`config.mk`:
```
export PLATFORM = sky130hd
export DESIGN_NAME = snow64_interrupt_ctrl_flat
export DESIGN_NICKNAME = d
export VERILOG_FILES = /design/src/rtl/snow64_interrupt_ctrl_if.sv /design/src/rtl/snow64_interrupt_ctrl.sv /design/src/flat_wrapper.sv
export SDC_FILE = /design/constraint.sdc
export NUM_CORES = 1
export LEC_CHECK = 0
export BUFFER_PORTS_ARGS = -buffer_cell sky130_fd_sc_hd__buf_2
export CORE_AREA = 2 2 157 159
export DETAILED_ROUTE_END_ITERATION = 10
export DIE_AREA = 0 0 159 161
export GPL_TIMING_DRIVEN = 0
export PLACE_DENSITY = 0.56
export REMOVE_ABC_BUFFERS = 1
export SYNTH_ARGS = -nofsm -noshare
export SYNTH_HDL_FRONTEND = slang
export SYNTH_SLANG_ARGS = --single-unit
```
`constraint.sdc`:
```
create_clock -name clk -period 3 [get_ports clk]
set_input_delay 0.15 -clock clk [delete_from_list [all_inputs] [get_ports clk]]
set_output_delay 0.15 -clock clk [all_outputs]
set_load 0.1 [all_outputs]
```
`src/rtl/snow64_interrupt_ctrl_if.sv`:
```
// Bundle between the interrupt controller, the execute stage and the fetch unit.
// The controller is the slave: it consumes in_* and produces out_*.
interface snow64_interrupt_ctrl_if #(
  parameter int NUM_IRQ     = 4,
  parameter int WIDTH__ADDR = 64
);

  logic [NUM_IRQ-1:0]     in_irq;
  logic                   in_instr_valid;
  logic                   in_is_iog1;
  logic [3:0]             in_oper;
  logic [WIDTH__ADDR-1:0] in_reg_data;
  logic [WIDTH__ADDR-1:0] in_next_pc;
  logic                   in_pipe_idle;

  logic                   out_ie;
  logic [WIDTH__ADDR-1:0] out_ireta;
  logic [WIDTH__ADDR-1:0] out_idsta;
  logic [WIDTH__ADDR-1:0] out_cpy_data;
  logic                   out_stall;
  logic                   out_redirect_valid;
  logic [WIDTH__ADDR-1:0] out_redirect_pc;
  logic [NUM_IRQ-1:0]     out_irq_ack;

  modport slave (
    input  in_irq, in_instr_valid, in_is_iog1, in_oper, in_reg_data,
           in_next_pc, in_pipe_idle,
    output out_ie, out_ireta, out_idsta, out_cpy_data, out_stall,
           out_redirect_valid, out_redirect_pc, out_irq_ack
  );

  modport master (
    output in_irq, in_instr_valid, in_is_iog1, in_oper, in_reg_data,
           in_next_pc, in_pipe_idle,
    input  out_ie, out_ireta, out_idsta, out_cpy_data, out_stall,
           out_redirect_valid, out_redirect_pc, out_irq_ack
  );

endinterface

```
`src/rtl/snow64_interrupt_ctrl.sv`:
```
// Interrupt state (ie/ireta/idsta), group-1 interrupt instruction execution and
// the IDLE -> DRAIN -> VECTOR entry sequence that stalls fetch and redirects the PC.
module snow64_interrupt_ctrl #(
  parameter int NUM_IRQ     = 4,
  parameter int WIDTH__ADDR = 64
) (
  input  logic                  clk,
  input  logic                  rst_n,
  snow64_interrupt_ctrl_if.slave bus
);

  localparam logic [3:0] OPER_EI            = 4'd3;
  localparam logic [3:0] OPER_DI            = 4'd4;
  localparam logic [3:0] OPER_RETI          = 4'd5;
  localparam logic [3:0] OPER_CPY_IE_REG    = 4'd6;
  localparam logic [3:0] OPER_CPY_REG_IE    = 4'd7;
  localparam logic [3:0] OPER_CPY_IRETA_REG = 4'd8;
  localparam logic [3:0] OPER_CPY_REG_IRETA = 4'd9;
  localparam logic [3:0] OPER_CPY_IDSTA_REG = 4'd10;
  localparam logic [3:0] OPER_CPY_REG_IDSTA = 4'd11;

  typedef enum logic [1:0] {
    IDLE,
    DRAIN,
    VECTOR
  } state_t;

  state_t                 state_q, state_d;
  logic                   stall_q, stall_d;
  logic                   ie_q, ie_d;
  logic [WIDTH__ADDR-1:0] ireta_q, ireta_d;
  logic [WIDTH__ADDR-1:0] idsta_q, idsta_d;

  logic                   execIog1;
  logic                   isEi, isDi, isReti;
  logic                   isCpyIeW, isCpyIretaW, isCpyIdstaW;
  logic                   isCpyIeR, isCpyIretaR, isCpyIdstaR;
  logic                   ieWriteBlocks;
  logic                   irqAny;
  logic [NUM_IRQ-1:0]     irqLowest;
  logic                   vectorTake;
  logic [WIDTH__ADDR-1:0] alignedData;

  always_comb begin
    execIog1      = bus.in_instr_valid & bus.in_is_iog1;
    isEi          = execIog1 && (bus.in_oper == OPER_EI);
    isDi          = execIog1 && (bus.in_oper == OPER_DI);
    isReti        = execIog1 && (bus.in_oper == OPER_RETI);
    isCpyIeW      = execIog1 && (bus.in_oper == OPER_CPY_IE_REG);
    isCpyIeR      = execIog1 && (bus.in_oper == OPER_CPY_REG_IE);
    isCpyIretaW   = execIog1 && (bus.in_oper == OPER_CPY_IRETA_REG);
    isCpyIretaR   = execIog1 && (bus.in_oper == OPER_CPY_REG_IRETA);
    isCpyIdstaW   = execIog1 && (bus.in_oper == OPER_CPY_IDSTA_REG);
    isCpyIdstaR   = execIog1 && (bus.in_oper == OPER_CPY_REG_IDSTA);
    // Instructions that change ie win over starting (or continuing) an entry.
    ieWriteBlocks = isReti | isDi | isCpyIeW;
    irqAny        = |bus.in_irq;
    irqLowest     = bus.in_irq & (~bus.in_irq + NUM_IRQ'(1));
    vectorTake    = (state_q == VECTOR) && irqAny;
    alignedData   = {bus.in_reg_data[WIDTH__ADDR-1:2], 2'b00};
  end

  always_comb begin
    state_d = state_q;
    ie_d    = ie_q;
    ireta_d = ireta_q;
    idsta_d = idsta_q;

    if (isEi || isReti) begin
      ie_d = 1'b1;
    end else if (isDi) begin
      ie_d = 1'b0;
    end else if (isCpyIeW) begin
      ie_d = bus.in_reg_data[0];
    end
    if (isCpyIretaW) begin
      ireta_d = alignedData;
    end
    if (isCpyIdstaW) begin
      idsta_d = alignedData;
    end

    case (state_q)
      IDLE: begin
        if (ie_q && irqAny && !ieWriteBlocks) begin
          state_d = DRAIN;
        end
      end
      DRAIN: begin
        if (ieWriteBlocks) begin
          state_d = IDLE;
        end else if (bus.in_pipe_idle) begin
          state_d = VECTOR;
        end
      end
      VECTOR: begin
        state_d = IDLE;
        if (vectorTake) begin
          ireta_d = bus.in_next_pc;
          ie_d    = 1'b0;
        end
      end
      default: state_d = IDLE;
    endcase

    stall_d = (state_d != IDLE);
  end

  always_ff @(posedge clk or negedge rst_n) begin
    if (!rst_n) begin
      state_q <= IDLE;
      stall_q <= 1'b0;
      ie_q    <= 1'b0;
      ireta_q <= '0;
      idsta_q <= '0;
    end else begin
      state_q <= state_d;
      stall_q <= stall_d;
      ie_q    <= ie_d;
      ireta_q <= ireta_d;
      idsta_q <= idsta_d;
    end
  end

  // Reads see the value held before this cycle's edge.
  always_comb begin
    bus.out_cpy_data = '0;
    if (isCpyIeR) begin
      bus.out_cpy_data = {{(WIDTH__ADDR-1){1'b0}}, ie_q};
    end else if (isCpyIretaR) begin
      bus.out_cpy_data = ireta_q;
    end else if (isCpyIdstaR) begin
      bus.out_cpy_data = idsta_q;
    end
  end

  always_comb begin
    bus.out_redirect_valid = 1'b0;
    bus.out_redirect_pc    = '0;
    bus.out_irq_ack        = '0;
    if (vectorTake) begin
      bus.out_redirect_valid = 1'b1;
      bus.out_redirect_pc    = idsta_q;
      bus.out_irq_ack        = irqLowest;
    end else if (isReti) begin
      bus.out_redirect_valid = 1'b1;
      bus.out_redirect_pc    = ireta_q;
    end
  end

  assign bus.out_ie    = ie_q;
  assign bus.out_ireta = ireta_q;
  assign bus.out_idsta = idsta_q;
  assign bus.out_stall = stall_q;

endmodule

```
`src/flat_wrapper.sv`:
```
// flat-port wrapper written by rule: the top's interface ports become plain ports
module snow64_interrupt_ctrl_flat 
#(
  parameter int NUM_IRQ     = 4,
  parameter int WIDTH__ADDR = 64
)
  (clk, rst_n, bus_in_irq, bus_in_instr_valid, bus_in_is_iog1, bus_in_oper, bus_in_reg_data, bus_in_next_pc, bus_in_pipe_idle, bus_out_ie, bus_out_ireta, bus_out_idsta, bus_out_cpy_data, bus_out_stall, bus_out_redirect_valid, bus_out_redirect_pc, bus_out_irq_ack);
  snow64_interrupt_ctrl_if #(.NUM_IRQ(NUM_IRQ), .WIDTH__ADDR(WIDTH__ADDR)) bus_i ();
  input  logic clk;
  input  logic rst_n;
  input wire logic [$bits(bus_i.in_irq)-1:0] bus_in_irq;
  input wire logic [$bits(bus_i.in_instr_valid)-1:0] bus_in_instr_valid;
  input wire logic [$bits(bus_i.in_is_iog1)-1:0] bus_in_is_iog1;
  input wire logic [$bits(bus_i.in_oper)-1:0] bus_in_oper;
  input wire logic [$bits(bus_i.in_reg_data)-1:0] bus_in_reg_data;
  input wire logic [$bits(bus_i.in_next_pc)-1:0] bus_in_next_pc;
  input wire logic [$bits(bus_i.in_pipe_idle)-1:0] bus_in_pipe_idle;
  output wire logic [$bits(bus_i.out_ie)-1:0] bus_out_ie;
  output wire logic [$bits(bus_i.out_ireta)-1:0] bus_out_ireta;
  output wire logic [$bits(bus_i.out_idsta)-1:0] bus_out_idsta;
  output wire logic [$bits(bus_i.out_cpy_data)-1:0] bus_out_cpy_data;
  output wire logic [$bits(bus_i.out_stall)-1:0] bus_out_stall;
  output wire logic [$bits(bus_i.out_redirect_valid)-1:0] bus_out_redirect_valid;
  output wire logic [$bits(bus_i.out_redirect_pc)-1:0] bus_out_redirect_pc;
  output wire logic [$bits(bus_i.out_irq_ack)-1:0] bus_out_irq_ack;
  assign bus_i.in_irq = bus_in_irq;
  assign bus_i.in_instr_valid = bus_in_instr_valid;
  assign bus_i.in_is_iog1 = bus_in_is_iog1;
  assign bus_i.in_oper = bus_in_oper;
  assign bus_i.in_reg_data = bus_in_reg_data;
  assign bus_i.in_next_pc = bus_in_next_pc;
  assign bus_i.in_pipe_idle = bus_in_pipe_idle;
  assign bus_out_ie = bus_i.out_ie;
  assign bus_out_ireta = bus_i.out_ireta;
  assign bus_out_idsta = bus_i.out_idsta;
  assign bus_out_cpy_data = bus_i.out_cpy_data;
  assign bus_out_stall = bus_i.out_stall;
  assign bus_out_redirect_valid = bus_i.out_redirect_valid;
  assign bus_out_redirect_pc = bus_i.out_redirect_pc;
  assign bus_out_irq_ack = bus_i.out_irq_ack;
  snow64_interrupt_ctrl #(.NUM_IRQ(NUM_IRQ), .WIDTH__ADDR(WIDTH__ADDR)) u_core (.clk(clk), .rst_n(rst_n), .bus(bus_i));
endmodule
```
==> run summary <==
CTS H-tree lvls: 4
# Max-Cap Violations: 0
CP Buf/Inv Count: 3
gr ovfl total: 0
endpoints failing setup: 0
gpl congestion: 0.808
leak pwr: 5.26 nW
Power Dens Cells: 1170 nW/um^2
die width: 159 microns
Reg clk slew, reported paths: 60 ps
# port buffers: 400
initial DRC count: 410
setup repair after global routing missed its margin: false
Ant. Diodes: 0
initial antenna violation count: 0
nets: 1265
most frequent cells in the layout: buf_2 (399), dfrtp_1 (130), a22o_1 (126), dlygate4sd3_1 (68)
XOR/XNOR share of the synthesized area: 0.00124
utilization after layout: 0.453
total die area: 25600 sq um
WS Path Type: reg -> out
Least-Margin Pin Slew: 970 ps
drt via density: 5.40
vias in the first global route: 7833
post-synthesis mux area share: 0.0991
Final Max Slew Viols: 0
pin count of the biggest net entering global routing: 69
Worst Skew: 9.14 ps
CP Max Fanout: 21
endpoint class of the critical path: output pin
area delta synth->final: 54.0%
CP arrival: 2750 ps
WP data required: 2850 ps
max incr delay on CP: 590 ps
worst setup margin: 105 ps
simple-gate share of the synthesized area: 0.119
count of cell types in the netlist: 36
critical path's most frequent cell: buf_8
worst-path cell chain: nor2b_1, a211oi_4, buf_8, buf_8, a22o_1, buf_2
FF-to-FF setup slack: 980 ps
Avg WL per Cell: 19.5 microns
run status: finished clean
row count: 57
first-pass GRT wire length: 44100 microns
Global Route Usage Sum: 0.214
worst-case clock buffer depth: 2
most common cell after layout, fill and taps aside: buf_2
TritonCTS clock tree: yes
Worst-Skew Late Latency: 410 ps
register area share after synthesis: 0.462
Placeable Area: 24000 sq um
largest family of logic cells by synthesized area: compound AO/OA/AOI/OAI gates
slowest CP cell: a211oi_4
Peak Freq: 0.345 GHz
min Tclk post-route: 2900 ps
CTS sink count: 130
TritonRoute pass-1 iters: 5
Syn Area/Cell: 10.2 sq um
WL final: 28500 microns
# IOs: 404
CP delay by family, top: buffers and inverters
Worst setup SP type: flip-flop
Slew headroom: 0.353
Pwr Total: 12.7 mW
total CTS buffers: 17
compound-cell area share of the yosys netlist: 0.266
Tcrit/Tclk final: 0.965
synthesis warning total: 0
Setup WS pre-CTS: 31.8 ps
share of post-route cells with drive strength above 1: 0.411
Post-Synth Adder-Cell Area: 0
Starting Density: 0.294
Fin. Hold Viols: 0
Syn Std Cell Area: 7050 sq um
Post-DP HPWL: 19900 microns
Peak VDD IR: 0.623 mV
Chip Height: 161 microns
Post-route DRC: 0
root buf cell: clkbuf_16
synthesized flop and latch total: 130
Detail Route Antenna Nets: 0
HP Class: in -> reg
Mapped Cells: 693
Via Count: 7877
cell type report:
class	instances	area, sq um
clock inverter	13	209
tap	324	405
clock buffer	18	429
timing repair buffer	493	3060
sequential	130	3250
multi-input combinational	482	3490
fill	2364	13100
routing by layer:
metal | share of wire | global-route usage | up-vias | routed length [microns]
met5 | 0 | 0 | - | 0
met2 | 0.50 | 0.371 | 359 | 14300
met1 | 0.42 | 0.267 | 3913 | 11900
met3 | 0.063 | 0.0470 | 41 | 1810
li1 | - | - | 3564 | -
met4 | 0.019 | 0.0657 | 0 | 538
Yosys cell counts:
master | count | area [sq um]
buf_2 | 7 | 35.0
nand4b_1 | 3 | 26.3
and3_1 | 1 | 6.26
a21boi_0 | 1 | 7.51
nor2b_1 | 3 | 18.8
xor2_1 | 1 | 8.76
a211oi_4 | 1 | 20.0
nor4_1 | 1 | 6.26
buf_4 | 2 | 15.0
nand2_1 | 2 | 7.51
nand3_1 | 63 | 315
o21ai_0 | 44 | 220
conb_1 | 1 | 3.75
a22o_1 | 126 | 1100
a31oi_1 | 63 | 394
nor3b_1 | 2 | 15.0
nor3_1 | 62 | 310
nor4_2 | 1 | 12.5
a22oi_1 | 1 | 7.51
and4b_1 | 2 | 20.0
nand3b_1 | 1 | 7.51
nand4_1 | 1 | 6.26
or2_1 | 1 | 6.26
mux2_1 | 62 | 698
buf_6 | 6 | 67.6
clkbuf_1 | 64 | 240
o2bb2ai_1 | 1 | 8.76
nand2b_1 | 4 | 25.0
a21oi_1 | 2 | 10.0
nor4b_1 | 1 | 8.76
o21ai_1 | 20 | 100
and2_1 | 4 | 25.0
buf_1 | 4 | 15.0
nor2_1 | 4 | 15.0
or4_1 | 1 | 7.51
dfrtp_1 | 130 | 3250
kinds of logic (layout without fill, tap and decap cells):
family | count (synthesis) | count (layout)
other cells | 1 | 2
buf+inv | 83 | 524
xor+xnor | 1 | 1
flops | 130 | 130
mux | 62 | 62
compound gates | 259 | 259
simple gates | 157 | 158
state kept, by name, summed over array words and instances (netlist names):
signal and count:
u_core.bus.out_idsta 62, u_core.bus.out_ie 1, u_core.bus.out_ireta 64, u_core.bus.out_stall 1, u_core.state_q 2
final timing paths:
kind | from | to | cells past startpoint
setup / recovery | u_core.state_q[1] | bus_out_redirect_pc[50] | 6
hold / removal | bus_in_next_pc[17] | u_core.bus.out_ireta[17] | 3
setup reg to reg | u_core.state_q[1] | u_core.bus.out_ireta[62] | 4
hold reg to reg | u_core.bus.out_idsta[63] | u_core.bus.out_idsta[63] | 1
max in group asynchronous | rst_n | u_core.bus.out_idsta[17] | 3
min in group asynchronous | rst_n | u_core.bus.out_stall | 2
report_power, final:
group	internal [mW]	switching [mW]	leakage, nW
Clock	1.47	0.820	0.303
Combinational	1.10	6.18	3.39
Sequential	2.38	0.731	1.57
worst min-delay path: stages:
cell and delay [ps]:
buf_2 80, nor3_1 40, a31oi_1 120
stage by stage:
| step | setup TNS (ps) | hold slack [ps] | std cells | instance area (sq um) |
|---|---|---|---|---|
| after floorplan | -599800 | -146 | 611 | 6680 |
| after global placement | -1715220 | 376 | 1335 | 9090 |
| after detailed placement | 0 | 180 | 1359 | 9520 |
| after CTS | 0 | 0.540 | 1459 | 10800 |
| after global routing | 0 | 3.56 | 1460 | 10900 |
| final | 0 | 20.5 | 1460 | 10900 |
timing repair:
| item | CTS | global route |
|---|---|---|
| setup buffers | 1 | 0 |
| hold buffers | 67 | 1 |
| hold endpoints to repair | 131 | 1 |
| setup endpoints to repair | 62 | 0 |
| resized for setup | 1 | 0 |
Power figures use the tool's default switching activity.
